[src/rtl/irq_event_arbiter.sv]
// irq_event_arbiter: serialises key, VGA frame-sync and pipe-refresh events
// onto a single valid/ack interrupt channel. Key codes are queued in a small
// FIFO. Sync and refresh edges are coalesced into saturating counts.
// Optional build macro IRQ_ARB_RR_EN selects round-robin grant. When it is not
// defined, grant order is fixed priority: key > vga > pipe.
module irq_event_arbiter #(
  parameter int KEY_FIFO_DEPTH = 4,
  parameter int KEY_W          = 8,
  parameter int CNT_W          = 8
) (
  input  logic             clock,
  input  logic             resetn,
  input  logic             key_int,
  input  logic [KEY_W-1:0] key_data,
  input  logic             vga_int,
  input  logic             pipe_int,
  input  logic             irq_ack,
  output logic             irq_valid,
  output logic [1:0]       irq_id,
  output logic [KEY_W-1:0] irq_data,
  output logic [2:0]       pending,
  output logic [CNT_W-1:0] overflow_cnt
);

  localparam int PTR_W = $clog2(KEY_FIFO_DEPTH);
  localparam logic [PTR_W:0]   PTR_ONE = 1;
  localparam logic [CNT_W-1:0] CNT_ONE = 1;
  localparam logic [CNT_W-1:0] CNT_MAX = '1;

  typedef enum logic {S_IDLE, S_PRESENT} state_e;

  state_e           state_q, state_d;
  logic             irq_valid_q, irq_valid_d;
  logic [1:0]       irq_id_q, irq_id_d;
  logic [KEY_W-1:0] irq_data_q, irq_data_d;
  logic [2:0]       pending_q, pending_d;
  logic [CNT_W-1:0] overflow_cnt_q, overflow_cnt_d;
  logic [CNT_W-1:0] cnt_vga_q, cnt_vga_d;
  logic [CNT_W-1:0] cnt_pipe_q, cnt_pipe_d;
  logic             vga_prev_q, vga_prev_d;
  logic             pipe_prev_q, pipe_prev_d;
  logic [PTR_W:0]   wr_ptr_q, wr_ptr_d;
  logic [PTR_W:0]   rd_ptr_q, rd_ptr_d;
  logic [KEY_W-1:0] fifo_mem_q [KEY_FIFO_DEPTH];

  logic ev_vga, ev_pipe;
  logic fifo_empty, fifo_full;
  logic push_ok, drop, pop;
  logic grant_key, grant_vga, grant_pipe;

`ifdef IRQ_ARB_RR_EN
  // Last granted source: 0 key, 1 vga, 2 pipe.
  logic [1:0] rr_ptr_q, rr_ptr_d;
`endif

  assign irq_valid    = irq_valid_q;
  assign irq_id       = irq_id_q;
  assign irq_data     = irq_data_q;
  assign pending      = pending_q;
  assign overflow_cnt = overflow_cnt_q;

  // Pick at most one source to grant while idle, using the registered pending vector.
  always_comb begin
    grant_key  = 1'b0;
    grant_vga  = 1'b0;
    grant_pipe = 1'b0;
    if (state_q == S_IDLE) begin
`ifdef IRQ_ARB_RR_EN
      case (rr_ptr_q)
        2'd0: begin
          if (pending_q[1])      grant_vga  = 1'b1;
          else if (pending_q[2]) grant_pipe = 1'b1;
          else if (pending_q[0]) grant_key  = 1'b1;
        end
        2'd1: begin
          if (pending_q[2])      grant_pipe = 1'b1;
          else if (pending_q[0]) grant_key  = 1'b1;
          else if (pending_q[1]) grant_vga  = 1'b1;
        end
        default: begin
          if (pending_q[0])      grant_key  = 1'b1;
          else if (pending_q[1]) grant_vga  = 1'b1;
          else if (pending_q[2]) grant_pipe = 1'b1;
        end
      endcase
`else
      if (pending_q[0])      grant_key  = 1'b1;
      else if (pending_q[1]) grant_vga  = 1'b1;
      else if (pending_q[2]) grant_pipe = 1'b1;
`endif
    end
  end

`ifdef IRQ_ARB_RR_EN
  // Remember the most recent grant so the next search starts just after it.
  always_comb begin
    rr_ptr_d = rr_ptr_q;
    if (grant_key)       rr_ptr_d = 2'd0;
    else if (grant_vga)  rr_ptr_d = 2'd1;
    else if (grant_pipe) rr_ptr_d = 2'd2;
  end
`endif

  // Edge detection, event coalescing, key FIFO control and pending summary.
  always_comb begin
    vga_prev_d  = vga_int;
    pipe_prev_d = pipe_int;
    ev_vga      = vga_int & ~vga_prev_q;
    ev_pipe     = pipe_int & ~pipe_prev_q;

    fifo_empty = (wr_ptr_q == rd_ptr_q);
    fifo_full  = (wr_ptr_q[PTR_W-1:0] == rd_ptr_q[PTR_W-1:0]) &&
                 (wr_ptr_q[PTR_W] != rd_ptr_q[PTR_W]);
    pop        = grant_key;
    push_ok    = key_int & (~fifo_full | pop);
    drop       = key_int & fifo_full & ~pop;

    wr_ptr_d = push_ok ? wr_ptr_q + PTR_ONE : wr_ptr_q;
    rd_ptr_d = pop ? rd_ptr_q + PTR_ONE : rd_ptr_q;

    overflow_cnt_d = overflow_cnt_q;
    if (drop && (overflow_cnt_q != CNT_MAX)) overflow_cnt_d = overflow_cnt_q + CNT_ONE;

    cnt_vga_d = cnt_vga_q;
    if (grant_vga)                            cnt_vga_d = ev_vga ? CNT_ONE : '0;
    else if (ev_vga && (cnt_vga_q != CNT_MAX)) cnt_vga_d = cnt_vga_q + CNT_ONE;

    cnt_pipe_d = cnt_pipe_q;
    if (grant_pipe)                             cnt_pipe_d = ev_pipe ? CNT_ONE : '0;
    else if (ev_pipe && (cnt_pipe_q != CNT_MAX)) cnt_pipe_d = cnt_pipe_q + CNT_ONE;

    pending_d = {(cnt_pipe_q != '0), (cnt_vga_q != '0), ~fifo_empty};
  end

  // Present/acknowledge FSM: load the granted event, hold it until acked.
  always_comb begin
    state_d     = state_q;
    irq_valid_d = irq_valid_q;
    irq_id_d    = irq_id_q;
    irq_data_d  = irq_data_q;
    case (state_q)
      S_IDLE: begin
        if (grant_key) begin
          irq_valid_d = 1'b1;
          irq_id_d    = 2'd1;
          irq_data_d  = fifo_mem_q[rd_ptr_q[PTR_W-1:0]];
          state_d     = S_PRESENT;
        end else if (grant_vga) begin
          irq_valid_d = 1'b1;
          irq_id_d    = 2'd2;
          irq_data_d  = KEY_W'(cnt_vga_q);
          state_d     = S_PRESENT;
        end else if (grant_pipe) begin
          irq_valid_d = 1'b1;
          irq_id_d    = 2'd3;
          irq_data_d  = KEY_W'(cnt_pipe_q);
          state_d     = S_PRESENT;
        end
      end
      S_PRESENT: begin
        if (irq_ack) begin
          irq_valid_d = 1'b0;
          irq_id_d    = 2'd0;
          state_d     = S_IDLE;
        end
      end
      default: state_d = S_IDLE;
    endcase
  end

  // State and datapath registers.
  always_ff @(posedge clock or negedge resetn) begin
    if (!resetn) begin
      state_q        <= S_IDLE;
      irq_valid_q    <= 1'b0;
      irq_id_q       <= 2'd0;
      irq_data_q     <= '0;
      pending_q      <= 3'd0;
      overflow_cnt_q <= '0;
      cnt_vga_q      <= '0;
      cnt_pipe_q     <= '0;
      vga_prev_q     <= 1'b0;
      pipe_prev_q    <= 1'b0;
      wr_ptr_q       <= '0;
      rd_ptr_q       <= '0;
`ifdef IRQ_ARB_RR_EN
      rr_ptr_q       <= 2'd2;
`endif
    end else begin
      state_q        <= state_d;
      irq_valid_q    <= irq_valid_d;
      irq_id_q       <= irq_id_d;
      irq_data_q     <= irq_data_d;
      pending_q      <= pending_d;
      overflow_cnt_q <= overflow_cnt_d;
      cnt_vga_q      <= cnt_vga_d;
      cnt_pipe_q     <= cnt_pipe_d;
      vga_prev_q     <= vga_prev_d;
      pipe_prev_q    <= pipe_prev_d;
      wr_ptr_q       <= wr_ptr_d;
      rd_ptr_q       <= rd_ptr_d;
`ifdef IRQ_ARB_RR_EN
      rr_ptr_q       <= rr_ptr_d;
`endif
    end
  end

  // Key-code storage; entries are cleared on reset so nothing stale survives.
  always_ff @(posedge clock or negedge resetn) begin
    if (!resetn) begin
      for (int i = 0; i < KEY_FIFO_DEPTH; i++) fifo_mem_q[i] <= '0;
    end else if (push_ok) begin
      fifo_mem_q[wr_ptr_q[PTR_W-1:0]] <= key_data;
    end
  end

endmodule
[config.mk]
export PLATFORM = sky130hd
export DESIGN_NAME = irq_event_arbiter
export DESIGN_NICKNAME = d
export VERILOG_FILES = /design/src/rtl/irq_event_arbiter.sv
export SDC_FILE = /design/constraint.sdc
export NUM_CORES = 1
export LEC_CHECK = 0
export ABC_AREA = 1
export CAP_MARGIN = 30
export CORE_ASPECT_RATIO = 2
export CORE_MARGIN = 1
export CORE_UTILIZATION = 45
export DETAILED_ROUTE_END_ITERATION = 10
export MAX_ROUTING_LAYER = met4
export PLACE_DENSITY = 0.71
export SYNTH_ARGS = -nofsm -noshare
export SYNTH_HDL_FRONTEND = slang
export SYNTH_SLANG_ARGS = --single-unit
[constraint.sdc]
create_clock -name clock -period 2.2 [get_ports clock]
set_clock_uncertainty 0.05 [all_clocks]
set_input_delay 0.44 -clock clock [delete_from_list [all_inputs] [get_ports clock]]
set_output_delay 0.44 -clock clock [all_outputs]
set_load 0.005 [all_outputs]
==> out/qor.tcl <==
set qor(post_synth.cell_area_avg_um2) 7.37
set qor(final_layout_size_suffix_gt1_share_pct) 6.61
set qor(drc_violation_count_after_routing) 11
set qor(design.final.nets) 639
set qor(slew_violations) 0
set qor(diodes) 0
set qor(critPathTopFamily) {buffers and inverters}
set qor(timing.critical_path.slowest_stage_cell) {clkdlybuf4s50_1}
set qor(placeableCoreArea_um2) 9070
set qor(min_path_type) {in -> async}
set qor(post_cts.resized_instances) 0
set qor(totalWireLength_mm) 10.4
set qor(yosys-top-cells-area) {dfrtp_1 46%, nand2_1 23%, nand4_1 6.3%}
set qor(maxCapViolations) 0
set qor(detail_route.iter0.violations) 245
set qor(synth_largest_type_area_fraction_pct) 46.5
set qor(crit_type) {reg -> out}
set qor(cts_setup_buffers) 0
set qor(postSynthCellCount) 577
set qor(maximum_vdd_drop_mv) 0.594
set qor(number_of_antenna_violations_at_the_first_check_in_global_routing) 0
set qor(violated_checks) {design-rule violations}
set qor(area.growth.synth_to_final_pct) 17.1
set qor(synth_largest_area_cell) {dfrtp_1}
set qor(clk-insertion-delay-late_ns) 0.34
set qor(critical_path_peak_fanout) 6
set qor(post_drt_wl_per_cell_um) 14.4
set qor(dp_hpwl_mm) 7.78
set qor(die-height_um) 139
set qor(number_of_global_route_vias_before_repair) 3785
set qor(final_min_period_over_clock_period_pct) 83.0
set qor(setup_viol) 0
set qor(dr_total_vias) 3859
set qor(timing.critical_path.cells) {clkdlybuf4s50_1}
set qor(power_density_nw_per_um2) 1340
set qor(final.setup.tns_ns) 0
set qor(gp_congestion) 0.912
set qor(post_detailed_route_count_of_antenna_violating_nets) 0
set qor(critPathBufInv) 1
set qor(mappedNetlistArea_um2) 4250
set qor(commonest_cells_after_routing_fill_and_taps_aside) {258 x nand2_1, 79 x dfrtp_1, 48 x nor2_1, 43 x nand4_1, 38 x inv_1}
set qor(fin_crit_ns) 1.83
set qor(clock-root-buffer) {clkbuf_16}
set qor(cts.path.max_buffers) 2
set qor(critical_path.max_stage_delay_ns) 0.54
set qor(timing.critical_path.required_ns) 1.71
set qor(ys_seq_area_share_pct) 46.5
set qor(relSlewSlack_pct) 59.0
set qor(fill_cells) 882
set qor(yosys_register_bits) 79
set qor(finalWorstSetupSlack_ns) 0.375
set qor(gr-total-overflow) 0
set qor(final_common_cell) {nand2_1}
set qor(synth.distinct_cells) 27
set qor(floorplan.initialDensity_pct) 46.9
set qor(top_level_ports) 36
set qor(fp.dieW_um) 70.7
set qor(cts_made_buffers) 9
set qor(tritoncts) {built}
set qor(core.rowCount) 49
set qor(firstDrtPassIters) 9
set qor(grt_usage_pct) 23.3
set qor(h-tree-depth) 3
set qor(grt_setup_unrepaired) {no}
set qor(global_route_wire_length_before_repair_mm) 17.4
set qor(hold_viol) 0
set qor(regArea_um2) 1980
set qor(routed_via_count_divided_by_cell_count) 5.34
set qor(clk_pin_slew_worst_paths_ns) 0.06
set qor(multiInputGateArea_um2) 1980
set qor(cp-start-kind) {flop}
set qor(outcome) {finished with violations}
set qor(p_leak_nw) 2.58
set qor(worst_slew_pin_slew_ns) 0.615
set qor(dieArea_um2) 9870
set qor(cts.sink_count) 79
set qor(setup.worst_path.end_class) {output pin}
set qor(timing.fmax_mhz) 548
set qor(timing.reg2reg.setup_slack_ns) 0.42
set qor(ys.warnings.count) 0
set qor(largest_net_degree_at_the_start_of_global_routing) 49
set qor(io_buffer_count) 35
set qor(syn-num-nets) 601
set qor(cts_hold_buffers) 0
set qor(crit_arrival_ns) 1.34
set qor(dp_worst_setup_slack_ns) 0.196
-- registers in the layout (all words and copies together), names as in the netlist --
signal / count
irq_valid: 1
pipe_prev_q: 1
cnt_pipe_q: 8
cnt_vga_q: 8
irq_data: 8
state_q: 1
wr_ptr_q: 3
vga_prev_q: 1
overflow_cnt: 8
fifo_mem_q: 32
pending: 3
irq_id: 2
rd_ptr_q: 3
-- kinds of logic (layout without fill, tap and decap cells) --
| logic type | Yosys count | after routing | synth area share (%) |
|---|---|---|---|
| DFF | 79 | 79 | 46.5 |
| xor gates and xnor gates | 7 | 7 | 1.44 |
| AOI/OAI and AO/OA | 35 | 35 | 4.27 |
| buffers and inverters | 64 | 107 | 6.88 |
| and+or+nand+nor | 382 | 382 | 38.0 |
| adders and majority gates | 10 | 10 | 2.94 |
-- path summary, 6_finish.rpt --
| path | startpoint | endpoint | depth (start not counted) |
|---|---|---|---|
| setup / recovery | overflow_cnt[5] | overflow_cnt[5] | 1 |
| hold / removal | resetn | cnt_pipe_q[0] | 1 |
| setup reg to reg | rd_ptr_q[1] | fifo_mem_q[12] | 8 |
| hold reg to reg | fifo_mem_q[21] | fifo_mem_q[21] | 2 |
| max in group asynchronous | resetn | fifo_mem_q[10] | 2 |
| min in group clock | fifo_mem_q[21] | fifo_mem_q[21] | 2 |
-- metal layers --
metal | routed length (um) | track usage [%] | share of wire (%)
met5 | 0 | - | 0
met4 | 306 | 10.5 | 2.9
met3 | 351 | 3.84 | 3.4
met2 | 5870 | 43.1 | 57
met1 | 3860 | 23.1 | 37
-- per-stage QoR --
stage	util [%]	total power, mW	cells	area, um^2	hold WS, ns
global route	54.9	7.22	722	4980	0.115
global placement	51.8	5.21	706	4700	0.404
CTS	54.9	6.72	722	4980	0.0851
floorplan	-	4.35	577	4250	0.0944
detailed placement	51.8	5.31	706	4700	0.408
finish	54.9	6.69	722	4980	0.0541
-- cell usage after synthesis --
cell / instances
a21boi_0: 1
buf_6: 4
ha_1: 10
nand3_1: 22
buf_4: 2
o21ai_2: 1
nor4_1: 1
nand2_4: 1
nor2_4: 1
o21ai_0: 12
buf_1: 6
nand2_1: 258
inv_4: 2
inv_1: 38
o21ai_1: 10
a21oi_1: 11
dfrtp_1: 79
nor2_1: 48
nand4_1: 43
nor2_2: 1
clkbuf_1: 2
inv_2: 2
buf_2: 8
xor2_1: 7
nand3b_1: 1
nor3_1: 3
nand3_2: 3
-- area by class of cell --
type	count	area share (%)
Inverter	42	3.27
Multi-Input combinational cell	434	39.8
Sequential cell	79	39.7
Clock inverter	5	0.678
Tap cell	102	2.56
Timing Repair Buffer	49	9.10
Clock buffer	11	4.87
-- power by group --
part           switching (mW)  total, mW  internal [mW]
Combinational            1.70       2.79           1.08
Clock                   0.602       1.39          0.793
Sequential              0.472       2.51           2.04
Total                    2.78       6.69           3.91
No activity file was read; power rests on OpenSTA's default activity.
